===== src/rtl/adc128s022_scanner_pkg.sv =====
// Shared constants, FSM state type and channel-mask helpers for the
// ADC128S022 scanner.
//   ADC_BITS       conversion width
//   N_CH           number of ADC input channels
//   FRAME_BITS     SCLK periods per SPI frame
//   ADDR_FIRST_BIT first frame bit carrying the channel address (3 bits)
//   DATA_FIRST_BIT first frame bit carrying conversion data (12 bits)
package adc128s022_scanner_pkg;
  localparam int unsigned ADC_BITS       = 12;
  localparam int unsigned N_CH           = 8;
  localparam int unsigned FRAME_BITS     = 16;
  localparam int unsigned ADDR_FIRST_BIT = 3;
  localparam int unsigned DATA_FIRST_BIT = 5;

  typedef enum logic [2:0] {IDLE, SETUP, SHIFT, FRAME_END, HOLD} adc_state_t;

  // An empty mask would leave nothing to scan, so it falls back to ch0.
  function automatic logic [7:0] eff_mask(input logic [7:0] m);
    return (m == '0) ? 8'h01 : m;
  endfunction

  // Next set mask bit strictly above cur, wrapping; returns cur when it is
  // the only set bit (the 8th step wraps back onto cur itself).
  function automatic logic [2:0] next_ch(input logic [7:0] mask, input logic [2:0] cur);
    logic [2:0] res;
    logic [2:0] c;
    logic       found;
    res   = cur;
    found = 1'b0;
    for (int unsigned i = 1; i <= N_CH; i++) begin
      c = cur + 3'(i);
      if (!found && mask[c]) begin
        res   = c;
        found = 1'b1;
      end
    end
    return res;
  endfunction
endpackage


===== src/rtl/adc128s022_scanner_if.sv =====
// SPI bus between the scanner (master) and the ADC128S022 (slave).
//   adc_cs_n  chip select, active low
//   adc_sclk  serial clock, idles high
//   adc_din   channel address to ADC, MSB first
//   adc_dout  conversion data from ADC
interface adc128s022_scanner_if;
  logic adc_cs_n;
  logic adc_sclk;
  logic adc_din;
  logic adc_dout;

  modport master (output adc_cs_n, output adc_sclk, output adc_din, input adc_dout);
  modport slave  (input adc_cs_n, input adc_sclk, input adc_din, output adc_dout);
endinterface


===== src/rtl/adc128s022_scanner_spi_clk_div.sv =====
// SCLK timebase: one-clk tick every CLK_DIV clks.
//   clk, rst_n  system clock, async active-low reset
//   clear       synchronous clear, holds the counter at zero
//   tick        strobe, high for one clk every CLK_DIV clks
module spi_clk_div #(
  parameter int unsigned CLK_DIV = 10
) (
  input  logic clk,
  input  logic rst_n,
  input  logic clear,
  output logic tick
);
  localparam logic [7:0] TOP = 8'(CLK_DIV - 1);

  logic [7:0] cnt;

  assign tick = (cnt == TOP);

  always_ff @(posedge clk or negedge rst_n) begin
    if (!rst_n)             cnt <= '0;
    else if (clear || tick) cnt <= '0;
    else                    cnt <= cnt + 8'd1;
  end
endmodule


===== src/rtl/adc128s022_scanner.sv =====
// Continuous round-robin SPI scanner for the ADC128S022.
//   clk, rst_n    system clock, async active-low reset
//   enable        1 = scan; 0 = stop after the current frame
//   spi           SPI master port (cs_n, sclk, din out; dout in)
//   samples       8 x 12-bit held codes, ch i at [12*i+11:12*i]
//   sample_valid  one-clk pulse when a samples slot is updated
//   sample_ch     channel of the slot just updated
//   busy          high while chip select is asserted
module adc128s022_scanner
  import adc128s022_scanner_pkg::*;
#(
  parameter int unsigned CLK_DIV = 10,
  parameter logic [7:0]  CH_MASK = 8'b0000_0011
) (
  input  logic                     clk,
  input  logic                     rst_n,
  input  logic                     enable,
  adc128s022_scanner_if.master     spi,
  output logic [N_CH*ADC_BITS-1:0] samples,
  output logic                     sample_valid,
  output logic [2:0]               sample_ch,
  output logic                     busy
);
  localparam logic [7:0] MASK_EFF = eff_mask(CH_MASK);
  localparam logic [2:0] FIRST_CH = next_ch(MASK_EFF, 3'(N_CH - 1));
  localparam logic [4:0] LAST_BIT = 5'(FRAME_BITS);
  localparam logic [4:0] DATA_LO  = 5'(DATA_FIRST_BIT);
  localparam logic [4:0] ADDR_B2  = 5'(ADDR_FIRST_BIT);
  localparam logic [4:0] ADDR_B1  = 5'(ADDR_FIRST_BIT + 1);
  localparam logic [4:0] ADDR_B0  = 5'(ADDR_FIRST_BIT + 2);

  adc_state_t          state, state_nxt;
  logic                tick;
  logic                cs_n_q, sclk_q, din_q;
  logic [4:0]          bit_cnt;
  logic [ADC_BITS-1:0] rx;
  logic                first_frame, hold_half, addr_bit;
  logic [2:0]          cur_ch, prev_ch;

  spi_clk_div #(.CLK_DIV(CLK_DIV)) u_div (
    .clk   (clk),
    .rst_n (rst_n),
    .clear (state == IDLE),
    .tick  (tick)
  );

  assign spi.adc_cs_n = cs_n_q;
  assign spi.adc_sclk = sclk_q;
  assign spi.adc_din  = din_q;
  assign busy         = ~cs_n_q;

  always_comb begin
    addr_bit = 1'b0;
    case (bit_cnt)
      ADDR_B2: addr_bit = cur_ch[2];
      ADDR_B1: addr_bit = cur_ch[1];
      ADDR_B0: addr_bit = cur_ch[0];
      default: addr_bit = 1'b0;
    endcase
  end

  always_ff @(posedge clk or negedge rst_n) begin
    if (!rst_n) state <= IDLE;
    else        state <= state_nxt;
  end

  always_comb begin
    state_nxt = state;
    unique case (state)
      IDLE:      if (enable) state_nxt = SETUP;
      SETUP:     if (tick) state_nxt = SHIFT;
      SHIFT:     if (tick && !sclk_q && bit_cnt == LAST_BIT) state_nxt = FRAME_END;
      FRAME_END: state_nxt = enable ? SHIFT : HOLD;
      HOLD:      if (tick && hold_half) state_nxt = IDLE;
      default:   state_nxt = IDLE;
    endcase
  end

  always_ff @(posedge clk or negedge rst_n) begin
    if (!rst_n) begin
      cs_n_q       <= 1'b1;
      sclk_q       <= 1'b1;
      din_q        <= 1'b0;
      bit_cnt      <= 5'd1;
      rx           <= '0;
      first_frame  <= 1'b1;
      hold_half    <= 1'b0;
      cur_ch       <= '0;
      prev_ch      <= '0;
      samples      <= '0;
      sample_valid <= 1'b0;
      sample_ch    <= '0;
    end else begin
      sample_valid <= 1'b0;
      unique case (state)
        IDLE: if (enable) cs_n_q <= 1'b0;
        SETUP: if (tick) begin
          first_frame <= 1'b1;
          cur_ch      <= FIRST_CH;
          bit_cnt     <= 5'd1;
        end
        SHIFT: if (tick) begin
          if (sclk_q) begin
            sclk_q <= 1'b0;
            din_q  <= addr_bit;
          end else begin
            sclk_q <= 1'b1;
            if (bit_cnt >= DATA_LO) rx <= {rx[ADC_BITS-2:0], spi.adc_dout};
            if (bit_cnt != LAST_BIT) bit_cnt <= bit_cnt + 5'd1;
          end
        end
        FRAME_END: begin
          // Data in this frame belongs to the address sent one frame earlier.
          if (!first_frame) begin
            for (int unsigned i = 0; i < N_CH; i++)
              if (prev_ch == 3'(i)) samples[i*ADC_BITS +: ADC_BITS] <= rx;
            sample_ch    <= prev_ch;
            sample_valid <= 1'b1;
          end
          prev_ch     <= cur_ch;
          cur_ch      <= next_ch(MASK_EFF, cur_ch);
          first_frame <= 1'b0;
          bit_cnt     <= 5'd1;
          hold_half   <= 1'b0;
          if (!enable) cs_n_q <= 1'b1;
        end
        HOLD: if (tick) hold_half <= 1'b1;
        default: ;
      endcase
    end
  end
endmodule


===== src/flat_wrapper.sv =====
// flat-port wrapper written by rule: the top's interface ports become plain ports
module adc128s022_scanner_flat import adc128s022_scanner_pkg::*;
#(
  parameter int unsigned CLK_DIV = 10,
  parameter logic [7:0]  CH_MASK = 8'b0000_0011
)
  (clk, rst_n, enable, samples, sample_valid, sample_ch, busy, spi_adc_cs_n, spi_adc_sclk, spi_adc_din, spi_adc_dout);
  adc128s022_scanner_if spi_i ();
  input  logic clk;
  input  logic rst_n;
  input  logic enable;
  output logic [N_CH*ADC_BITS-1:0] samples;
  output logic sample_valid;
  output logic [2:0] sample_ch;
  output logic busy;
  output wire logic [$bits(spi_i.adc_cs_n)-1:0] spi_adc_cs_n;
  output wire logic [$bits(spi_i.adc_sclk)-1:0] spi_adc_sclk;
  output wire logic [$bits(spi_i.adc_din)-1:0] spi_adc_din;
  input wire logic [$bits(spi_i.adc_dout)-1:0] spi_adc_dout;
  assign spi_adc_cs_n = spi_i.adc_cs_n;
  assign spi_adc_sclk = spi_i.adc_sclk;
  assign spi_adc_din = spi_i.adc_din;
  assign spi_i.adc_dout = spi_adc_dout;
  adc128s022_scanner #(.CLK_DIV(CLK_DIV), .CH_MASK(CH_MASK)) u_core (.clk(clk), .rst_n(rst_n), .enable(enable), .spi(spi_i), .samples(samples), .sample_valid(sample_valid), .sample_ch(sample_ch), .busy(busy));
endmodule

===== config.mk =====
export PLATFORM = sky130hd
export DESIGN_NAME = adc128s022_scanner_flat
export DESIGN_NICKNAME = d
export VERILOG_FILES = /design/src/rtl/adc128s022_scanner_pkg.sv /design/src/rtl/adc128s022_scanner_if.sv /design/src/rtl/adc128s022_scanner_spi_clk_div.sv /design/src/rtl/adc128s022_scanner.sv /design/src/flat_wrapper.sv
export SDC_FILE = /design/constraint.sdc
export NUM_CORES = 1
export LEC_CHECK = 0
export CAP_MARGIN = 0
export CORE_ASPECT_RATIO = 0.8
export CORE_MARGIN = 1
export CORE_UTILIZATION = 38
export CTS_CLUSTER_DIAMETER = 80
export CTS_CLUSTER_SIZE = 25
export DETAILED_ROUTE_END_ITERATION = 10
export GPL_TIMING_DRIVEN = 0
export PLACE_DENSITY = 0.59
export SLEW_MARGIN = 40
export SYNTH_ARGS = -nofsm -noshare
export SYNTH_HDL_FRONTEND = slang
export SYNTH_HIERARCHICAL = 1
export SYNTH_SLANG_ARGS = --single-unit
export TNS_END_PERCENT = 5

===== constraint.sdc =====
create_clock -name clk -period 3.25 [get_ports clk]
set_input_delay 0.65 -clock clk [delete_from_list [all_inputs] [get_ports clk]]
set_output_delay 0.65 -clock clk [all_outputs]
set_load 0.1 [all_outputs]

== Yosys cells after proc, flatten, opt, wreduce, memory -nomap -nowiden ==
Memory sizes are Yosys's and may differ from the RTL's.
Index checks and enable logic that the tools add are counted.
Word-level totals
  flip-flop bits (word level): 139
  latch bits: 0
  RAM bits: 0
  bits in read-only memories: 64
  output and inout bits: 104
  word-level logic and storage cells: 175
  memories kept: 8
Cells by class
  add/subtract/negate cells: 9
  multiply operators: 0
  divide/modulo/power cells: 0
  magnitude comparators: 9
  equality and inequality tests: 28
  shift operators: 0
  mux-type cells: 54
  bitwise logic cells: 3
  reductions and logical operators: 43
Memory list
  (no name shown): words 8, width 1, read ports 1, clocked after memory_dff 0, write ports 0, RTL line adc128s022_scanner_pkg.sv:32  | if (!found && mask[c]) begin
  (no name shown): words 8, width 1, read ports 1, clocked after memory_dff 0, write ports 0, RTL line adc128s022_scanner_pkg.sv:32
  (no name shown): words 8, width 1, read ports 1, clocked after memory_dff 0, write ports 0, RTL line adc128s022_scanner_pkg.sv:32
  (no name shown): words 8, width 1, read ports 1, clocked after memory_dff 0, write ports 0, RTL line adc128s022_scanner_pkg.sv:32
  (no name shown): words 8, width 1, read ports 1, clocked after memory_dff 0, write ports 0, RTL line adc128s022_scanner_pkg.sv:32
  (no name shown): words 8, width 1, read ports 1, clocked after memory_dff 0, write ports 0, RTL line adc128s022_scanner_pkg.sv:32
  +2 memories
Operator list (count)
  $mux 3: 14
  $lt 3x4->1 const B: 8
  $reduce_and 3->1: 10
  $mux 1: 28
  $mux 5: 4
  $eq 3x3->1 const B: 5
  $pmux 3 s5: 1
  $pmux 5 s3: 1
  $add 3x3->3 const B: 4
  $eq 3x2->1 const B: 4
  $ne 2x1->1 const B: 6
  $reduce_and 4->1: 3
  $eq 5x3->1 const B: 2
  $logic_and 1x1->1: 10
  $add 8x1->8 const B: 1
  $eq 8x4->1 const B: 1
  $logic_not 1->1: 8
  $mux 8: 1
  $ne 2x2->1 const B: 4
  $ne 8x1->1 const B: 1
  $reduce_and 2->1: 4
  $add 3x2->3 const B: 2
  $eq 3x1->1 const B: 2
  $logic_not 3->1: 2
  14 further kinds: 20

== Logic depth before layout (Yosys ltp) ==
  depth after elaboration: 33
  gate-level depth with buffers: 9
  mapped depth without buffers: 9

== Modules after synthesis ==
Netlist, hierarchy kept.
By module, submodules not included
  adc128s022_scanner: instances 1, cells an instance 392, area an instance 5484.0 µm²
  spi_clk_div: instances 1, cells an instance 39, area an instance 415.4 µm²

== Worst setup path before layout ==
No wires, ideal clock.
  path kind: reg-to-reg
  start: register u_core.u_div.cnt[1]
  end: register u_core.rx[10]
  setup time: 0.125 ns
  arrival time: 2.555 ns
  data required time: 3.125 ns
  slack: 0.570 ns
  stages on the path, launching flop included: 9
  path buffers: 1
  cell sequence: dfrtp_1 inv_1 ha_1 nand4bb_1 nor4_1 nand3b_1 a2111oi_2 buf_4 mux2_2
On the way
  word-level cells in the longest chain between the ends: 2
Ends and longest elaborated chain
  start: declaration: RTL line adc128s022_scanner_spi_clk_div.sv:15  | logic [7:0] cnt;
  start signal: assignment: RTL line adc128s022_scanner_spi_clk_div.sv:22  | else cnt <= cnt + 8'd1;
  $eq 8x4->1: RTL line adc128s022_scanner_spi_clk_div.sv:17  | assign tick = (cnt == TOP);
  named net u_core.tick: RTL line adc128s022_scanner.sv:33  | logic tick;
  $reduce_and 4->1 (no source line)
  end signal: assignment: RTL line adc128s022_scanner.sv:108  | if (bit_cnt >= DATA_LO) rx <= {rx[ADC_BITS-2:0], spi.adc_dout};
  end: declaration: RTL line adc128s022_scanner.sv:36  | logic [ADC_BITS-1:0] rx;
The timed path passes the listed nets, and every way through them passes these cells.
A chain may end at the register's enable or synchronous reset.

== Worst setup path in the final report ==
  start: register u_core.u_div.cnt[1]
  end: register u_core.rx[11]
Same word-level chain as after synthesis.

==> impl_results.md <==
* Outcome: complete, no violations
* Post-CTS setup buffer count at 0
* Count of cell types in the netlist at 52
* Vias after detailed routing at 3776
* Clock Skews at 0.00622 ns
* Leakage dissipation at 3.89 nW
* CP arrival at 3.25 ns
* Final antenna-violating net count at 0
* Layout area overhead at 24.8%
* Share of the clock period used by the worst path at 0.909
* Post-synth EDFFs at 0
* Layout cell share with drive strength beyond 1 at 0.483
* Dpl hpwl at 9.04 mm
* Slew Viols, Final at 0
* Delay-heaviest family, CP: simple AND/OR/NAND/NOR gates
* H-Tree Depth at 4
* First-pass GRT wire length at 21.1 mm
* WHS at 0.177 ns
* Gate Count Post-Synth at 431
* Most instantiated cells after synthesis: dfrtp_1 (135), mux2_2 (110), nor2_1 (26), nand2_1 (13)
* Clock Tree Buf Depth at 2
* Max_cap viols at 0
* Hold_buf cts at 0
* Slowest cell on crit path: nor4_2
* Critical path capture point type: register
* GP Congestion at 0.773
* Worst Path Buf+Inv at 2
* R2R Path End: u_core/rx[11]$_DFFE_PN0P_
* R2R cell count at 8
* Initial antenna violation count at 0
* Worst Setup Start Kind: register
* Clock Root Buffer: clkbuf_16
* Clock Sinks at 139
* Yosys top cell area share at 0.573
* Vias per cell at 4.83
* Die span in x at 141 microns
* RSZ-0062 raised after global routing: no
* Largest net degree at the start of global routing at 72
* Vias in the first global route at 3790
* Hold Vio Cnt, Final at 0
* CTS tree: yes
* I/O pins at 108
* Critical path peak fanout at 10
* Setup-failing EPs final at 0
* Initial core utilization at 0.390
* Req. time, crit path at 3.55 ns
* Die area at 0.0160 sq mm
* CORE AREA at 0.0151 sq mm
* Ys async rst share at 1.00
* Cell taking the most area after synthesis: dfrtp_1
* Yosys warns at 6
* Drt wl/cell at 16.9 microns
* Most common cell in the synthesized netlist: dfrtp_1
* Buffers on Ports at 107
* Area of the mapped netlist at 0.00590 sq mm
* Total power draw at 4.55 mW
* Cts bufs inserted at 17
* R2R Setup Slk at 0.30 ns
* Num rows at 40
* Crit Path Class: register to register
* Die span in y at 113 microns
* Number of synthesized register bits at 139
* Initial drt markers at 230
* Min cycle time layout at 2.95 ns
* DRC at 0
* Grt total ovfl at 0
* Overall Global Routing Usage at 0.176
* N_diodes at 0
* Filler cells at 1373
* Seq/Total Area, Yosys at 0.590
* CTS clk-pin slew, worst paths at 0.06 ns
* First-pass DRT Iterations at 4
* Hold Path Class: input port to asynchronous set/reset pin
* Clk_lat worst skew at 0.41 ns
* Max incr delay on CP at 0.67 ns
* Total Routed Length at 13.2 mm
* R2r startpoint: u_core/u_div/cnt[1]$_DFF_PN0_
* Cts repair resizes at 0
* Final Net Count at 573
* Critical Path, Cell by Cell: inv_1 > ha_1 > nand4bb_1 > nor4_2 > nand3b_1 > a2111oi_2 > buf_4 > mux2_2
* VDD IR-drop max at 0.354 mV
* Fmax at 339 MHz
* Pwr per Cell Area at 618 mW/mm^2
* Worst Tran Pin Value at 0.817 ns
* Synth area leaders: dfrtp_1 (57%), mux2_2 (21%), ha_1 (2.3%)
* Syn Nets at 446
* Worst slew margin at 0.451
* Synth Flop Type: dfrtp_1
* Syn avg cell area at 13.7 sq um
-- power by group --
group / switching, mW / internal, mW
registers: 0.0776 / 1.82
logic: 0.485 / 0.198
clock network: 0.740 / 1.23
total: 1.30 / 3.25
-- worst max-delay path by stage --
stage	slack, ns	startpoint	to	depth (start not counted)
after floorplan	0.57	u_core/u_div/cnt[1]$_DFF_PN0_	u_core/rx[10]$_DFFE_PN0P_	8
after global placement	-3.81	rst_n	u_core/samples[84]$_DFFE_PN0P_	1
after detailed placement	0.30	u_core/u_div/cnt[1]$_DFF_PN0_	u_core/rx[11]$_DFFE_PN0P_	8
after CTS	0.28	u_core/u_div/cnt[1]$_DFF_PN0_	u_core/rx[11]$_DFFE_PN0P_	8
after global routing	0.04	u_core/u_div/cnt[1]$_DFF_PN0_	u_core/rx[5]$_DFFE_PN0P_	8
final	0.30	u_core/u_div/cnt[1]$_DFF_PN0_	u_core/rx[11]$_DFFE_PN0P_	8
-- cell families (layout without fill, tap and decap cells) --
kind of cell,after synthesis,count (layout),share of synthesized area
buffers and inverters,38,178,0.0308
flip-flops,139,139,0.590
XOR/XNOR,8,8,0.0119
AND/OR/NAND/NOR,85,85,0.0859
AO/OA/AOI/OAI,40,40,0.0477
adder cells (fa/ha/maj),11,11,0.0233
multiplexers,110,110,0.210
-- metal layers --
layer	routed length, microns	vias to the layer above	GRT usage
met2	5910	76	0.257
met1	6360	1911	0.246
met4	189	0	0.0659
met5	0	-	0
li1	-	1775	-
met3	710	14	0.0542
-- registers in the layout, summed over array words and instances, names as in the netlist --
name                 flops
u_core/samples          96
u_core/rx               12
u_core/u_div/cnt         8
u_core/bit_cnt           5
u_core/cur_ch            3
u_core/prev_ch           3
u_core/sample_ch         3
u_core/state             3
u_core/first_frame       1
u_core/hold_half         1
u_core/sample_valid      1
u_core/spi.adc_cs_n      1
u_core/spi.adc_din       1
u_core/spi.adc_sclk      1
-- layout make-up --
| class | instances | area (sq um) | area share |
|---|---|---|---|
| timing repair buffer | 108 | 583 | 0.0792 |
| clock inverter | 13 | 166 | 0.0226 |
| inverter | 10 | 37.5 | 0.00510 |
| tap | 210 | 263 | 0.0357 |
| clock buffer | 19 | 443 | 0.0602 |
| buffer | 28 | 144 | 0.0195 |
| sequential | 139 | 3480 | 0.473 |
| multi-input combinational | 254 | 2240 | 0.304 |
-- cells in the final DEF (no fill, tap or decap), drive strengths merged, types with 3 or more instances in the layout --
cell type / n
a21oi: 12
buf: 129
bufinv: 3
clkbuf: 24
clkinv: 4
clkinvlp: 3
dfrtp: 135
dfstp: 4
ha: 11
inv: 13
mux2: 110
nand2: 13
nand2b: 4
nand3: 7
nand3b: 3
nand4: 4
nor2: 28
nor2b: 3
nor3: 4
nor3b: 3
o21ai: 11
or3: 7
xor2: 7
-- metrics by stage --
stage / setup TNS, ns / instances / cell area, sq um / setup slack, ns / util
final: 0 / 781 / 7360 / 0.296 / 0.487
after global routing: 0 / 781 / 7360 / 0.0374 / 0.487
after CTS: 0 / 781 / 7360 / 0.281 / 0.487
after detailed placement: 0 / 749 / 6750 / 0.297 / 0.447
after global placement: -521.24 / 748 / 7230 / -3.81 / 0.479
after floorplan: 0 / 431 / 5900 / 0.570 / -
(Power assumes the default switching activity.)
